$ cat src/rtl/mod_sum_select_stage_pkg.sv
// Shared types for the (A+B) mod M adder: default widths, result payload and skid-buffer states.
package mod_adder_pkg;

  localparam int unsigned N_DEFAULT     = 7;
  localparam int unsigned K_DEFAULT     = 28;
  localparam int unsigned CNT_W_DEFAULT = 16;

  typedef logic [N_DEFAULT-1:0] word_t;

  typedef struct packed {
    word_t sum;
    logic  corr;
  } mod_res_t;

  typedef enum logic [1:0] {
    EMPTY = 2'd0,
    ONE   = 2'd1,
    FULL  = 2'd2
  } buf_state_t;

endpackage

$ cat src/rtl/mod_sum_select_stage_select.sv
// Combinational sum formation for both candidates (A+B and A+B+K) and the modulo select.
module mod_sum_select #(
  parameter int unsigned N = 7
) (
  input  logic [N-1:0] h_v,
  input  logic [N-1:0] hp_v,
  input  logic [N-1:0] gc_v,
  input  logic [N-1:0] gpc_v,
  input  logic         bp_msb,
  output logic [N-1:0] res_c,
  output logic         sel_c
);

  logic [N-1:0] s0_c;
  logic [N-1:0] s1_c;
  logic         unused_carry;

  // Carry out of A+B is meaningless once the A+B+K carry decides the range.
  assign unused_carry = gc_v[N-1];

  always_comb begin
    s0_c  = h_v  ^ {gc_v[N-2:0],  1'b0};
    s1_c  = hp_v ^ {gpc_v[N-2:0], 1'b0};
    sel_c = bp_msb | gpc_v[N-1];
    res_c = sel_c ? s1_c : s0_c;
  end

endmodule

$ cat src/rtl/mod_sum_select_stage.sv
// Final stage of the modular adder: sum select plus a 2-entry registered skid buffer.
// Optional correction counter enabled by defining MOD_CORR_CNT_EN.
module mod_sum_select_stage
  import mod_adder_pkg::*;
#(
  parameter int unsigned N     = N_DEFAULT,
  parameter int unsigned CNT_W = CNT_W_DEFAULT
) (
  input  logic             clk,
  input  logic             rst,
  input  logic             in_valid,
  output logic             in_ready,
  input  logic [N-1:0]     h_v,
  input  logic [N-1:0]     hp_v,
  input  logic [N-1:0]     gc_v,
  input  logic [N-1:0]     gpc_v,
  input  logic             bp_msb,
  output logic             out_valid,
  input  logic             out_ready,
  output logic [N-1:0]     sum_o,
  output logic             corr_o,
  output logic [CNT_W-1:0] corr_cnt_o
);

  buf_state_t   state;
  logic [N-1:0] res_c;
  logic         sel_c;
  logic [N-1:0] tail_sum;
  logic         tail_corr;
  logic         push_c;
  logic         pop_c;

  mod_sum_select #(.N(N)) u_select (
    .h_v    (h_v),
    .hp_v   (hp_v),
    .gc_v   (gc_v),
    .gpc_v  (gpc_v),
    .bp_msb (bp_msb),
    .res_c  (res_c),
    .sel_c  (sel_c)
  );

  assign push_c = in_valid & in_ready;
  assign pop_c  = out_valid & out_ready;

  // Head entry lives directly in sum_o/corr_o; the tail only fills while stalled.
  always_ff @(posedge clk) begin
    if (rst) begin
      state     <= EMPTY;
      in_ready  <= 1'b1;
      out_valid <= 1'b0;
      sum_o     <= '0;
      corr_o    <= 1'b0;
      tail_sum  <= '0;
      tail_corr <= 1'b0;
    end else begin
      case (state)
        EMPTY: begin
          if (push_c) begin
            sum_o     <= res_c;
            corr_o    <= sel_c;
            out_valid <= 1'b1;
            state     <= ONE;
          end
        end
        ONE: begin
          if (push_c && pop_c) begin
            sum_o  <= res_c;
            corr_o <= sel_c;
          end else if (push_c) begin
            tail_sum  <= res_c;
            tail_corr <= sel_c;
            in_ready  <= 1'b0;
            state     <= FULL;
          end else if (pop_c) begin
            out_valid <= 1'b0;
            state     <= EMPTY;
          end
        end
        FULL: begin
          if (pop_c) begin
            sum_o    <= tail_sum;
            corr_o   <= tail_corr;
            in_ready <= 1'b1;
            state    <= ONE;
          end
        end
        default: begin
          state     <= EMPTY;
          in_ready  <= 1'b1;
          out_valid <= 1'b0;
        end
      endcase
    end
  end

`ifdef MOD_CORR_CNT_EN
  // Saturating count of corrected results leaving the stage.
  always_ff @(posedge clk) begin
    if (rst) begin
      corr_cnt_o <= '0;
    end else if (pop_c && corr_o && (corr_cnt_o != {CNT_W{1'b1}})) begin
      corr_cnt_o <= corr_cnt_o + CNT_W'(1);
    end
  end
`else
  assign corr_cnt_o = '0;
`endif

endmodule

$ cat config.mk
export PLATFORM = sky130hd
export DESIGN_NAME = mod_sum_select_stage
export DESIGN_NICKNAME = d
export VERILOG_FILES = /design/src/rtl/mod_sum_select_stage_pkg.sv /design/src/rtl/mod_sum_select_stage_select.sv /design/src/rtl/mod_sum_select_stage.sv
export SDC_FILE = /design/constraint.sdc
export NUM_CORES = 1
export LEC_CHECK = 0
export CORE_MARGIN = 2
export CORE_UTILIZATION = 40
export CTS_BUF_LIST = sky130_fd_sc_hd__clkbuf_2
export CTS_CLUSTER_SIZE = 12
export DETAILED_ROUTE_END_ITERATION = 10
export GPL_TIMING_DRIVEN = 0
export HOLD_SLACK_MARGIN = 0.1
export PLACE_DENSITY = 0.9
export SYNTH_ARGS = -nofsm -noshare
export SYNTH_HDL_FRONTEND = slang
export SYNTH_HIERARCHICAL = 1
export SYNTH_SLANG_ARGS = --single-unit
$ cat constraint.sdc
create_clock -name clk -period 3.8 [get_ports clk]
set_input_delay 0.95 -clock clk [delete_from_list [all_inputs] [get_ports clk]]
set_output_delay 0.95 -clock clk [all_outputs]
set_load 0.02 [all_outputs]
* Yosys cells after proc, flatten, opt, wreduce, memory -nomap -nowiden *
Index checks and enable logic that the tools add are counted.

storage, ports and cells
  logic and storage cells = 57
  bits in registers = 20
  output and inout port bits = 26
  input port bits = 33

operators by class
  bitwise logic cells = 8
  multiplexer cells = 24
  reduce and logical (&&, ||, !) cells = 8
  eq/ne operators = 10

operator list
  kind                                           count
  2-to-1 mux 7 bit                               4
  case mux 7 bit (3 select lines)                1
  inequality test 2 bit, second input constant   7
  XOR 7 bit                                      2
  AND reduction 4 bit                            3
  2-to-1 mux 1 bit                               10
  2-to-1 mux 2 bit                               5
  case mux 1 bit (3 select lines)                3
  case mux 2 bit (3 select lines)                1
  AND reduction 5 bit                            1
  inequality test 3 bit, second input constant   1
  inverter 1 bit                                 3
  AND reduction 3 bit                            1
  nonzero test 3 bit                             1
  bitwise AND 1 bit                              2
  == test 2 x 1 -> 1 bit, second input constant  1
  == test 2 bit, second input constant           1
  logical NOT 2 bit                              1
  logical AND 1 bit                              1
  bitwise OR 1 bit                               1

* Longest topological paths before layout *
Gate-level depths: netlist of run 1.

  depth after elaboration = 5
  gate-level depth with buffers = 6
  mapped depth without buffers = 4

* Cells and area by module *
The synthesis of run 1 kept the hierarchy.

by module, submodules not included
  module                area an instance (um^2)  cells each  sequential area each (um^2)  times used
  mod_sum_select_stage  1039.7                   105         400.4                        1
  mod_sum_select        195.2                    21          0.0                          1

* Worst setup path after synthesis of run 1 *
No wires, ideal clock.

  path kind = input to register
  start = input out_ready
  end = register corr_o
  slack = 1886 ps
  setup time = 142 ps
  data required time = 3658 ps
  data arrival time = 1772 ps
  buffers on the path = 1
  stages = 5
  cells stage by stage = nand2_1 -> nor3_2 -> or2_1 -> buf_6 -> a211oi_2

on the way
  cells in the longest elaborated chain, start to end = 4
  elaborated cells between the ends (all ways) = 5
  classes of those cells = eq/ne (2); bitwise (1); reduce/logical (2)

RTL lines
  item                                    line                        source
  start, declared                         mod_sum_select_stage.sv:19  input logic out_ready,
  bitwise AND 1 bit *                     mod_sum_select_stage.sv:44  assign pop_c = out_valid & out_ready;
  logical AND 1 bit                       mod_sum_select_stage.sv:67  if (push_c && pop_c) begin
  inequality test 2 bit (no source line)  n/a
  AND reduction 4 bit (no source line) *  n/a
  end signal, assigned                    mod_sum_select_stage.sv:61  corr_o <= sel_c;
  end signal, assigned                    mod_sum_select_stage.sv:69  corr_o <= sel_c;
  end signal, assigned                    mod_sum_select_stage.sv:83  corr_o <= tail_corr;
  end, declared                           mod_sum_select_stage.sv:21  output logic corr_o,

Every way passes the cells marked *; elsewhere a longest branch is shown, timed or not.
A chain may end at the register's enable or synchronous reset.

* Worst setup path after layout of run 1 *
  start = register in_ready
  end = output in_ready

RTL lines
  item                    line                        source
  start, declared         mod_sum_select_stage.sv:12  output logic in_ready,
  start signal, assigned  mod_sum_select_stage.sv:50  in_ready <= 1'b1;
  start signal, assigned  mod_sum_select_stage.sv:73  in_ready <= 1'b0;
  start signal, assigned  mod_sum_select_stage.sv:84  in_ready <= 1'b1;

No word-level cell between the ends.

==> reports/metrics.cfg, run 1 <==
[outcome]
status = finished, final reports clean

[sta]
period_share = 0.6200
final.setup_skew_ns = 0.006323
hold_viol = 0
rsz0062_at_grt = no
setup_viol = 0
setup_ws_ns = 1.444
relSlewSlack = 0.5682
finalSetupTns_ns = 0
tightest_slew_ns = 0.6477
period_needed_ns = 2.356
fmax_mhz = 424.5
final_max_slew_viol_count = 0

[clock_network]
clkTransAtPathRegs_ns = 0.20
root_buffer = clkbuf_2
cts_tree = yes
clock-sinks = 20
cts_buffers = 3
clkLatencyLatePin_ns = 0.32
cts_resized = 0
postCtsHoldBufs = 0
clock_path_buffers = 2
post_cts_buffers = 0
htreeDepth = 1

[global_route]
antenna_found_initial = 0
grt_pass1_vias = 908
grt_pass1_wl_um = 3912
track_usage = 0.1425
grt_max_degree = 13
grt_overflow = 0

[floorplan]
rows = 20
die_area_um2 = 3548
die_w_um = 59.57
core_um2 = 3003
fp.dieH_um = 59.57
start_util = 0.4112
io_pins = 59

[yosys]
netlist-cell-type-count = 29
synth_commonest_cells = 22 x mux2i_1, 20 x dfxtp_1, 16 x buf_4
yosysWarnings = 6
synth_ff_type = dfxtp_1
synth_edf_count = 0
postSynthCellCount = 126
yosysMostFrequentCell = mux2i_1
synth-seq-cells = 20
yosys-top-cells-area = dfxtp_1 32%, mux2i_1 18%, buf_4 9.7%
syn_area_um2 = 1235
syn_avg_cell_area_um2 = 9.801
yosysTopAreaCell = dfxtp_1
synth.top_cell.area_share = 0.3242
async_flop_share = 0
yosysSeqAreaShare = 0.3242

[final_layout]
multi_input_area_um2 = 728.2
final_nets = 219
final-seq-area_um2 = 400.4
diodes = 0
nFillCells = 271
drive_gt1_frac = 0.1946
syn2layout_area_growth_pct = 43.97

[setup_path]
crit_start = in_ready
cp.required_ns = 2.85
r2r-start = state[0]
startpoint_type = flop
critPathSlowestCell = clkdlybuf4s50_1
path_max_fanout = 6
r2r-end = sum_o[0]
end_kind = primary output
worstPathCellList = clkdlybuf4s50_1
critPathMaxStageDelay_ns = 0.64
rr_worst_depth = 6
arrival_ns = 1.41
cp_num_buf_inv = 1
r2r_setup_slack_ns = 2.14
cp-endpoint = in_ready
crit_family = buffers and inverters
cp.depth = 1
path_class = reg2out

[flow_run]
cap_viol_max_count = 0

[drt]
drcViolationCount = 0
wire_per_inst_um = 11.20
drt_iter0_drc = 11
avgViaCountPerCell = 4.693
finalWirelength_um = 2441
drtPass1Iterations = 4
vias = 1023
ant_nets = 0

[power_and_ir_drop]
irDropWorstVdd_mv = 0.1804
p_leak_uw = 0.0008190
p_per_area_nw_per_um2 = 362.7

[worst_hold_path]
holdCritPathClass = reg2reg

[place]
gp_congestion = 0.7547
dp_hpwl_um = 1879
place_ws_ns = 1.135
port_buffers = 40

[registers in the layout, summed over array words and instances (netlist names)]
name / count
state: 2
in_ready: 1
tail_corr: 1
sum_o: 7
tail_sum: 7
out_valid: 1
corr_o: 1
[placed cells by master, fill, tap and decap left out, drive strengths merged]
master / synthesis / layout
nand2: 2 / 2
clkdlybuf4s50: 0 / 40
nand2b: 3 / 3
a21oi: 4 / 4
bufinv: 0 / 1
mux2: 1 / 1
or2: 1 / 1
nand4: 2 / 2
nor2: 9 / 9
o22ai: 1 / 1
o21bai: 1 / 1
a211oi: 8 / 8
nor3: 9 / 9
o21ba: 1 / 1
inv: 2 / 2
dfxtp: 20 / 20
nand3b: 1 / 1
a21o: 1 / 1
nand3: 1 / 1
xnor2: 12 / 12
clkbuf: 2 / 5
a211o: 1 / 1
nor2b: 1 / 1
mux2i: 22 / 22
and3: 1 / 1
conb: 1 / 16
buf: 19 / 19
[logic make-up (layout without fill, tap and decap cells)]
kind of cell,count (synthesis),count (layout),synth area share
and+or+nand+nor,30,30,0.1307
muxes,23,23,0.1905
buffers and inverters,23,67,0.1317
DFF,20,20,0.3242
AOI/OAI and AO/OA,17,17,0.1348
xor gates and xnor gates,12,12,0.08511
other,1,16,0.003037
[cell type report]
class | instances | share of cell area
tap | 33 | 0.02322
multi-input combinational | 98 | 0.4096
sequential | 20 | 0.2252
clock buffer | 3 | 0.008445
timing repair buffer | 40 | 0.2252
buffer | 21 | 0.08726
clock inverter | 1 | 0.01689
inverter | 2 | 0.004222
[routing by layer]
layer,global-route usage,part of all wire,vias to the layer above
met5,0,0,-
met4,0.04127,0.011,0
met3,0.03712,0.059,5
met2,0.2543,0.51,37
met1,0.1664,0.41,458
li1,-,-,523
[power by group]
group / switching, uW / internal (uW) / total (uW)
combinational: 113 / 125 / 237
clock: 67.9 / 90.8 / 159
sequential: 16.1 / 233 / 249
[how the worst min path moves through the flow]
stage / startpoint / endpoint / slack, ns / depth (start not counted)
after CTS: tail_sum[2] / tail_sum[2] / 0.53 / 2
after floorplan: tail_sum[0] / tail_sum[0] / 0.46 / 2
final: tail_sum[0] / tail_sum[0] / 0.53 / 2
after detailed placement: tail_sum[2] / tail_sum[2] / 0.49 / 2
after global placement: tail_sum[4] / tail_sum[4] / 0.47 / 2
after global routing: tail_sum[2] / tail_sum[2] / 0.54 / 2
[through the flow]
step                hold WS [ns]  power, uW  instances  area (um2)    util
finish                    0.5320      644.8        218        1778  0.5921
CTS                       0.5343      648.0        218        1778  0.5921
global placement          0.4740      485.2        214        1733  0.5771
floorplan                 0.4626      405.6        141        1291       -
global route              0.5395      675.7        218        1778  0.5921
detailed placement        0.4883      489.9        214        1733  0.5771
(Power assumes the default switching activity.)
==> run 2: changes to the inputs <==
--- a/config.mk
+++ b/config.mk
@@ -6,13 +6,13 @@
 export NUM_CORES = 1
 export LEC_CHECK = 0
 export CORE_MARGIN = 2
-export CORE_UTILIZATION = 40
+export CORE_UTILIZATION = 38
 export CTS_BUF_LIST = sky130_fd_sc_hd__clkbuf_2
 export CTS_CLUSTER_SIZE = 12
 export DETAILED_ROUTE_END_ITERATION = 10
 export GPL_TIMING_DRIVEN = 0
 export HOLD_SLACK_MARGIN = 0.1
-export PLACE_DENSITY = 0.9
+export PLACE_DENSITY = 0.89
 export SYNTH_ARGS = -nofsm -noshare
 export SYNTH_HDL_FRONTEND = slang
 export SYNTH_HIERARCHICAL = 1
==> constraint.sdc (replaced) <==
create_clock -name clk -period 1.9 [get_ports clk]
set_input_delay 0.475 -clock clk [delete_from_list [all_inputs] [get_ports clk]]
set_output_delay 0.475 -clock clk [all_outputs]
set_load 0.02 [all_outputs]
==> reports/metrics.cfg, run 2 (synthesis gave the netlist of run 1 again) <==
[setup_path]
r2r-start = state[1]  ; was state[0]
worstPathCellList = clkdlybuf4s50_1  ; unchanged
critPathMaxStageDelay_ns = 0.62  ; was 0.64 ns
rr_worst_depth = 6  ; unchanged
critPathSlowestCell = clkdlybuf4s50_1  ; unchanged
r2r-end = corr_o  ; was sum_o[0]
path_class = reg2out  ; unchanged
cp.depth = 1  ; unchanged
end_kind = primary output  ; unchanged
crit_family = buffers and inverters  ; unchanged
r2r_setup_slack_ns = 0.23  ; was 2.14 ns
cp_num_buf_inv = 1  ; unchanged
arrival_ns = 1.34  ; was 1.41 ns
startpoint_type = flop  ; unchanged
cp.required_ns = 1.42  ; was 2.85 ns
path_max_fanout = 4  ; was 6

[drt]
vias = 1045  ; was 1,023
finalWirelength_um = 2463  ; was 2441 um
drt_iter0_drc = 7  ; was 11
drtPass1Iterations = 4  ; unchanged
avgViaCountPerCell = 4.583  ; was 4.693
drcViolationCount = 0  ; unchanged
ant_nets = 0  ; unchanged
wire_per_inst_um = 10.80  ; was 11.20 um

[final_layout]
diodes = 0  ; unchanged
stdcell_area_um2 = 1770  ; was 1778 um2
layout_common_cells = 39 x clkdlybuf4s50_1, 22 x mux2i_1, 20 x dfxtp_1  ; was 40 x clkdlybuf4s50_1, 22 x mux2i_1, 20 x dfxtp_1
syn2layout_area_growth_pct = 43.36  ; was 43.97%
drive_gt1_frac = 0.1902  ; was 0.1946
final_nets = 219  ; unchanged
multi_input_area_um2 = 734.5  ; was 728.2 um2
nFillCells = 281  ; was 271
layout_commonest_cell = clkdlybuf4s50_1  ; unchanged
reg.largest.list = sum_o: 7 flops, tail_sum: 7 flops, state: 2 flops  ; unchanged
utilization = 0.5752  ; was 0.5921
final-seq-area_um2 = 400.4  ; unchanged

[clock_network]
postCtsHoldBufs = 0  ; unchanged
cts_buffers = 3  ; unchanged
clkLatencyLatePin_ns = 0.31  ; was 0.32 ns
clkTransAtPathRegs_ns = 0.18  ; was 0.20 ns
htreeDepth = 1  ; unchanged
root_buffer = clkbuf_2  ; unchanged
cts_tree = yes  ; unchanged
clock_path_buffers = 2  ; unchanged
clock-sinks = 20  ; unchanged

[floorplan]
die_area_um2 = 3722  ; was 3548 um2
io_pins = 59  ; unchanged
start_util = 0.4012  ; was 0.4112
fp.dieH_um = 61.01  ; was 59.57 um
die_w_um = 61.01  ; was 59.57 um
rows = 20  ; unchanged
core_um2 = 3078  ; was 3003 um2

[power_and_ir_drop]
p_per_area_nw_per_um2 = 644.1  ; was 362.7 nW/um2
irDropWorstVdd_mv = 0.3611  ; was 0.1804 mV
p_leak_uw = 0.0008045  ; was 0.0008190 uW

[flow_run]
cap_viol_max_count = 0  ; unchanged

[worst_hold_path]
whs_endpoint = tail_sum[0]  ; unchanged
hold_depth = 2  ; unchanged
min_from = tail_sum[0]  ; unchanged
holdCritPathClass = reg2reg  ; unchanged

[sta]
hold_viol = 0  ; unchanged
relSlewSlack = 0.5872  ; was 0.5682
fmax_mhz = 549.9
setup_viol = 0  ; unchanged
final_max_slew_viol_count = 0  ; unchanged
period_share = 0.9571
period_needed_ns = 1.818
rsz0062_at_grt = no  ; unchanged
tightest_slew_ns = 0.6193  ; was 0.6477 ns
final.setup_skew_ns = 0.005828  ; was 0.006323 ns

[global_route]
track_usage = 0.1357  ; was 0.1425
antenna_found_initial = 0  ; unchanged
grt_pass1_vias = 916  ; was 908
grt_overflow = 0  ; unchanged
grt_pass1_wl_um = 3836  ; was 3912 um
grt_max_degree = 11  ; was 13

[place]
gp_congestion = 0.8435  ; was 0.7547
placed_area_um2 = 1747  ; was 1733 um2
port_buffers = 40  ; unchanged
dp_hpwl_um = 1905  ; was 1879 um

[outcome]
status = finished, final reports clean  ; unchanged

-- run 2: power breakdown --
group / internal, uW / leakage, uW / switching (uW)
sequential: 465 / 0.000164 / 33.7
combinational: 249 / 0.000628 / 224
clock: 43.0 / 0.0000125 / 125
total: 758 / 0.000805 / 383
-- run 2: per-layer routing --
layer | vias up | part of all wire | GRT usage
li1 | 526 | - | -
met1 | 482 | 0.42 | 0.1630
met2 | 31 | 0.52 | 0.2381
met3 | 6 | 0.043 | 0.02559
met4 | 0 | 0.022 | 0.05280
met5 | - | 0 | 0
-- run 2: stage by stage --
stage	cells	worst slack, ns	hold WS (ns)	setup TNS (ns)	total power (uW)
finish	228	0.08159	0.5140	0	1140
global route	228	0.01059	0.5560	0	1205
CTS	228	0.02215	0.5217	0	1142
detailed placement	225	-0.3043	0.4858	-3.217	981.5
global placement	225	-0.2934	0.4749	-2.915	970.7
floorplan	141	0.4016	0.4626	0	811.1
-- run 2: layout make-up --
cell class              instances  area share
repair buffers                 40      0.2276
multi-input cells              98      0.4148
inverters                       2    0.004240
flip-flops and latches         20      0.2261
well taps                      44     0.03110
plain buffers                  21     0.08763
clock buffers                   3    0.008481
-- run 2: what timing repair did --
| item | in CTS | in global routing |
|---|---|---|
| setup endpoints to repair | 0 | 9 |
| setup buffers | 0 | 0 |
| resized for setup | 0 | 2 |
-- run 2: worst max-delay path by stage --
| stage | start | end | slack (ns) |
|---|---|---|---|
| 2_1_floorplan | in_ready | corr_o | 0.40 |
| 3_3_place_gp | out_ready | sum_o[1] | -0.29 |
| 3_5_place_dp | out_ready | sum_o[5] | -0.30 |
| 4_1_cts | in_ready | in_ready | 0.02 |
| 5_1_grt | out_valid | out_valid | 0.01 |
| 6_report | out_valid | out_valid | 0.08 |
==> run 3: changes to the inputs <==
--- a/config.mk
+++ b/config.mk
@@ -6,14 +6,14 @@
 export NUM_CORES = 1
 export LEC_CHECK = 0
 export CORE_MARGIN = 2
-export CORE_UTILIZATION = 38
+export CORE_UTILIZATION = 37
 export CTS_BUF_LIST = sky130_fd_sc_hd__clkbuf_2
 export CTS_CLUSTER_SIZE = 12
 export DETAILED_ROUTE_END_ITERATION = 10
 export GPL_TIMING_DRIVEN = 0
 export HOLD_SLACK_MARGIN = 0.1
-export PLACE_DENSITY = 0.89
+export PLACE_DENSITY = 0.88
+export SETUP_SLACK_MARGIN = 0.4
 export SYNTH_ARGS = -nofsm -noshare
 export SYNTH_HDL_FRONTEND = slang
-export SYNTH_HIERARCHICAL = 1
 export SYNTH_SLANG_ARGS = --single-unit
==> reports/metrics.cfg, run 3 <==
[setup_path]
r2r_setup_slack_ns = 0.43  ; was 0.23 ns
path_class = reg2out  ; unchanged
end_kind = primary output  ; unchanged
critPathMaxStageDelay_ns = 0.41  ; was 0.62 ns
path_max_fanout = 4  ; unchanged
critPathSlowestCell = dfxtp_2  ; was clkdlybuf4s50_1
crit_family = flip-flops  ; was buffers and inverters
arrival_ns = 1.00  ; was 1.34 ns
cp-endpoint = out_valid  ; unchanged
cp_num_buf_inv = 1  ; unchanged
r2r-end = corr_o  ; unchanged
cp.depth = 1  ; unchanged
rr_worst_depth = 5  ; was 6
worstPathCellList = clkdlybuf4s15_2  ; was clkdlybuf4s50_1
cp.required_ns = 1.42  ; about the same
r2r-start = state[0]  ; was state[1]
startpoint_type = flop  ; unchanged
crit_start = out_valid  ; unchanged

[power_and_ir_drop]
p_per_area_nw_per_um2 = 681.9  ; was 644.1 nW/um2
irDropWorstVdd_mv = 0.4383  ; was 0.3611 mV
p_leak_uw = 0.0008875  ; was 0.0008045 uW

[yosys]
synth-seq-cells = 20  ; unchanged
syn_area_um2 = 1197  ; was 1235 um2
async_flop_share = 0  ; unchanged
synth_edf_count = 0  ; unchanged
synth.top_cell.area_share = 0.3344  ; was 0.3242
syn_avg_cell_area_um2 = 9.282  ; was 9.801 um2
yosysWarnings = 0  ; was 6
yosys-top-cells-area = dfxtp_1 33%, mux2i_1 17%, buf_4 10%  ; was dfxtp_1 32%, mux2i_1 18%, buf_4 9.7%
yosysTopAreaCell = dfxtp_1  ; unchanged
postSynthCellCount = 129  ; was 126
netlist-cell-type-count = 33  ; was 29
yosysSeqAreaShare = 0.3344  ; was 0.3242
synth_commonest_cells = 20 x dfxtp_1, 20 x mux2i_1, 16 x buf_4  ; was 22 x mux2i_1, 20 x dfxtp_1, 16 x buf_4
synth_ff_type = dfxtp_1  ; unchanged

[drt]
finalWirelength_um = 2627  ; was 2463 um
wire_per_inst_um = 10.86  ; was 10.80 um
ant_nets = 0  ; unchanged
drcViolationCount = 0  ; unchanged
vias = 1086  ; was 1,045
drtPass1Iterations = 4  ; unchanged
avgViaCountPerCell = 4.488  ; was 4.583
drt_iter0_drc = 18  ; was 7

[sta]
final_max_slew_viol_count = 0  ; unchanged
finalSetupTns_ns = 0  ; unchanged
hold_viol = 0  ; unchanged
setup_ws_ns = 0.4251  ; was 0.08159 ns
setup_viol = 0  ; unchanged
rsz0062_at_grt = yes  ; was no
period_share = 0.7763  ; was 0.9571
fmax_mhz = 678.0  ; was 549.9 MHz
fin_hold_ws_ns = 0.4886  ; was 0.5140 ns
final.setup_skew_ns = 0.008634  ; was 0.005828 ns
period_needed_ns = 1.475  ; was 1.818 ns

[floorplan]
rows = 20  ; unchanged
die_w_um = 60.89  ; was 61.01 um
die_area_um2 = 3707  ; was 3722 um2
fp.dieH_um = 60.89  ; was 61.01 um
start_util = 0.3890  ; was 0.4012
core_um2 = 3078  ; unchanged
io_pins = 59  ; unchanged

[clock_network]
clkLatencyLatePin_ns = 0.33  ; was 0.31 ns
cts_buffers = 3  ; unchanged
clkTransAtPathRegs_ns = 0.19  ; was 0.18 ns
clock_path_buffers = 2  ; unchanged
cts_tree = yes  ; unchanged
clock-sinks = 20  ; unchanged
postCtsHoldBufs = 0  ; unchanged
htreeDepth = 1  ; unchanged
root_buffer = clkbuf_2  ; unchanged

[final_layout]
utilization = 0.6057  ; was 0.5752
layout_common_cells = 29 x clkdlybuf4s50_1, 24 x buf_4, 19 x mux2i_1  ; was 39 x clkdlybuf4s50_1, 22 x mux2i_1, 20 x dfxtp_1
drive_gt1_frac = 0.2929  ; was 0.1902
diodes = 0  ; unchanged
reg.largest.list = sum_o: 7 flops, tail_sum: 7 flops, state: 2 flops  ; unchanged
final_nets = 232  ; was 219
syn2layout_area_growth_pct = 55.70  ; was 43.36%
layout_commonest_cell = clkdlybuf4s50_1  ; unchanged

[global_route]
grt_overflow = 0  ; unchanged
grt_max_degree = 13  ; was 11
antenna_found_initial = 0  ; unchanged
grt_pass1_vias = 981  ; was 916
track_usage = 0.1514  ; was 0.1357
grt_pass1_wl_um = 4236  ; was 3836 um

[place]
dp_hpwl_um = 1761  ; was 1905 um
port_buffers = 41  ; was 40
place_ws_ns = -0.1200  ; was -0.3043 ns
gp_congestion = 0.8203  ; was 0.8435

[flow_run]
cap_viol_max_count = 0  ; unchanged

[outcome]
status = finished, final reports clean  ; unchanged

[worst_hold_path]
holdCritPathClass = reg2reg  ; unchanged
hold_depth = 2  ; unchanged

-- run 3: cell count changes after synthesis, moves of 3 or more --
cell and change:
nor3_1 -8, nand2_1 +3, a211oi_2 -8, a21oi_1 +8, o31ai_1 +6
-- run 3: worst min-delay path by stage --
stage	slack (ns)	end	from
floorplan	0.44	tail_corr	tail_corr
global placement	0.45	tail_corr	tail_corr
detailed placement	0.46	tail_corr	tail_corr
CTS	0.49	tail_corr	tail_corr
global route	0.52	sum_o[0]	sum_o[0]
finish	0.49	tail_corr	tail_corr
-- run 3: cell families after synthesis --
kind of cell,count (synthesis),synth area share
XOR/XNOR,12,0.08777
buffers and inverters,23,0.1411
other,1,0.003132
flip-flops,20,0.3344
AO/OA/AOI/OAI,26,0.1400
AND/OR/NAND/NOR,26,0.1171
multiplexers,21,0.1766
-- run 3: worst reg2reg max path: stages, from the launching register on --
cell      delay, ns
dfxtp_1        0.49
nand2b_1       0.20
o22ai_2        0.10
buf_6          0.16
or3b_1         0.34
a21oi_1        0.13
-- run 3: what timing repair did --
item	CTS	global route
setup endpoints to repair	26	16
pin swaps	5	3
resized for setup	35	12
buffers inserted	7	2
-- run 3: stage by stage --
stage               instances  power [uW]  area, um2
finish                    242        1271       1864
global route              242        1331       1864
CTS                       240        1268       1856
detailed placement        229       934.6       1719
global placement          229       929.8       1719
floorplan                 144       769.6       1254
-- run 3: per-layer routing --
layer | GRT usage | share of wire | vias up
met5 | 0 | 0 | -
met4 | 0.05590 | 0.0095 | 0
met3 | 0.02985 | 0.046 | 2
met2 | 0.2765 | 0.53 | 35
met1 | 0.1734 | 0.41 | 493
li1 | - | - | 556
-- run 3: power by group --
group | switching (uW) | total, uW | internal (uW)
clock network | 140 | 322 | 182
registers | 33.2 | 501 | 468
logic | 211 | 448 | 237
total | 385 | 1270 | 887
-- run 3: layout make-up --
type	instances	area [um2]
fill	249	1214
multi-input combinational	101	698.2
timing repair buffer	50	479.2
sequential	20	411.6
buffer	21	167.7
tap	44	55.05
clock inverter	1	30.03
clock buffer	3	15.01
inverter	2	7.507
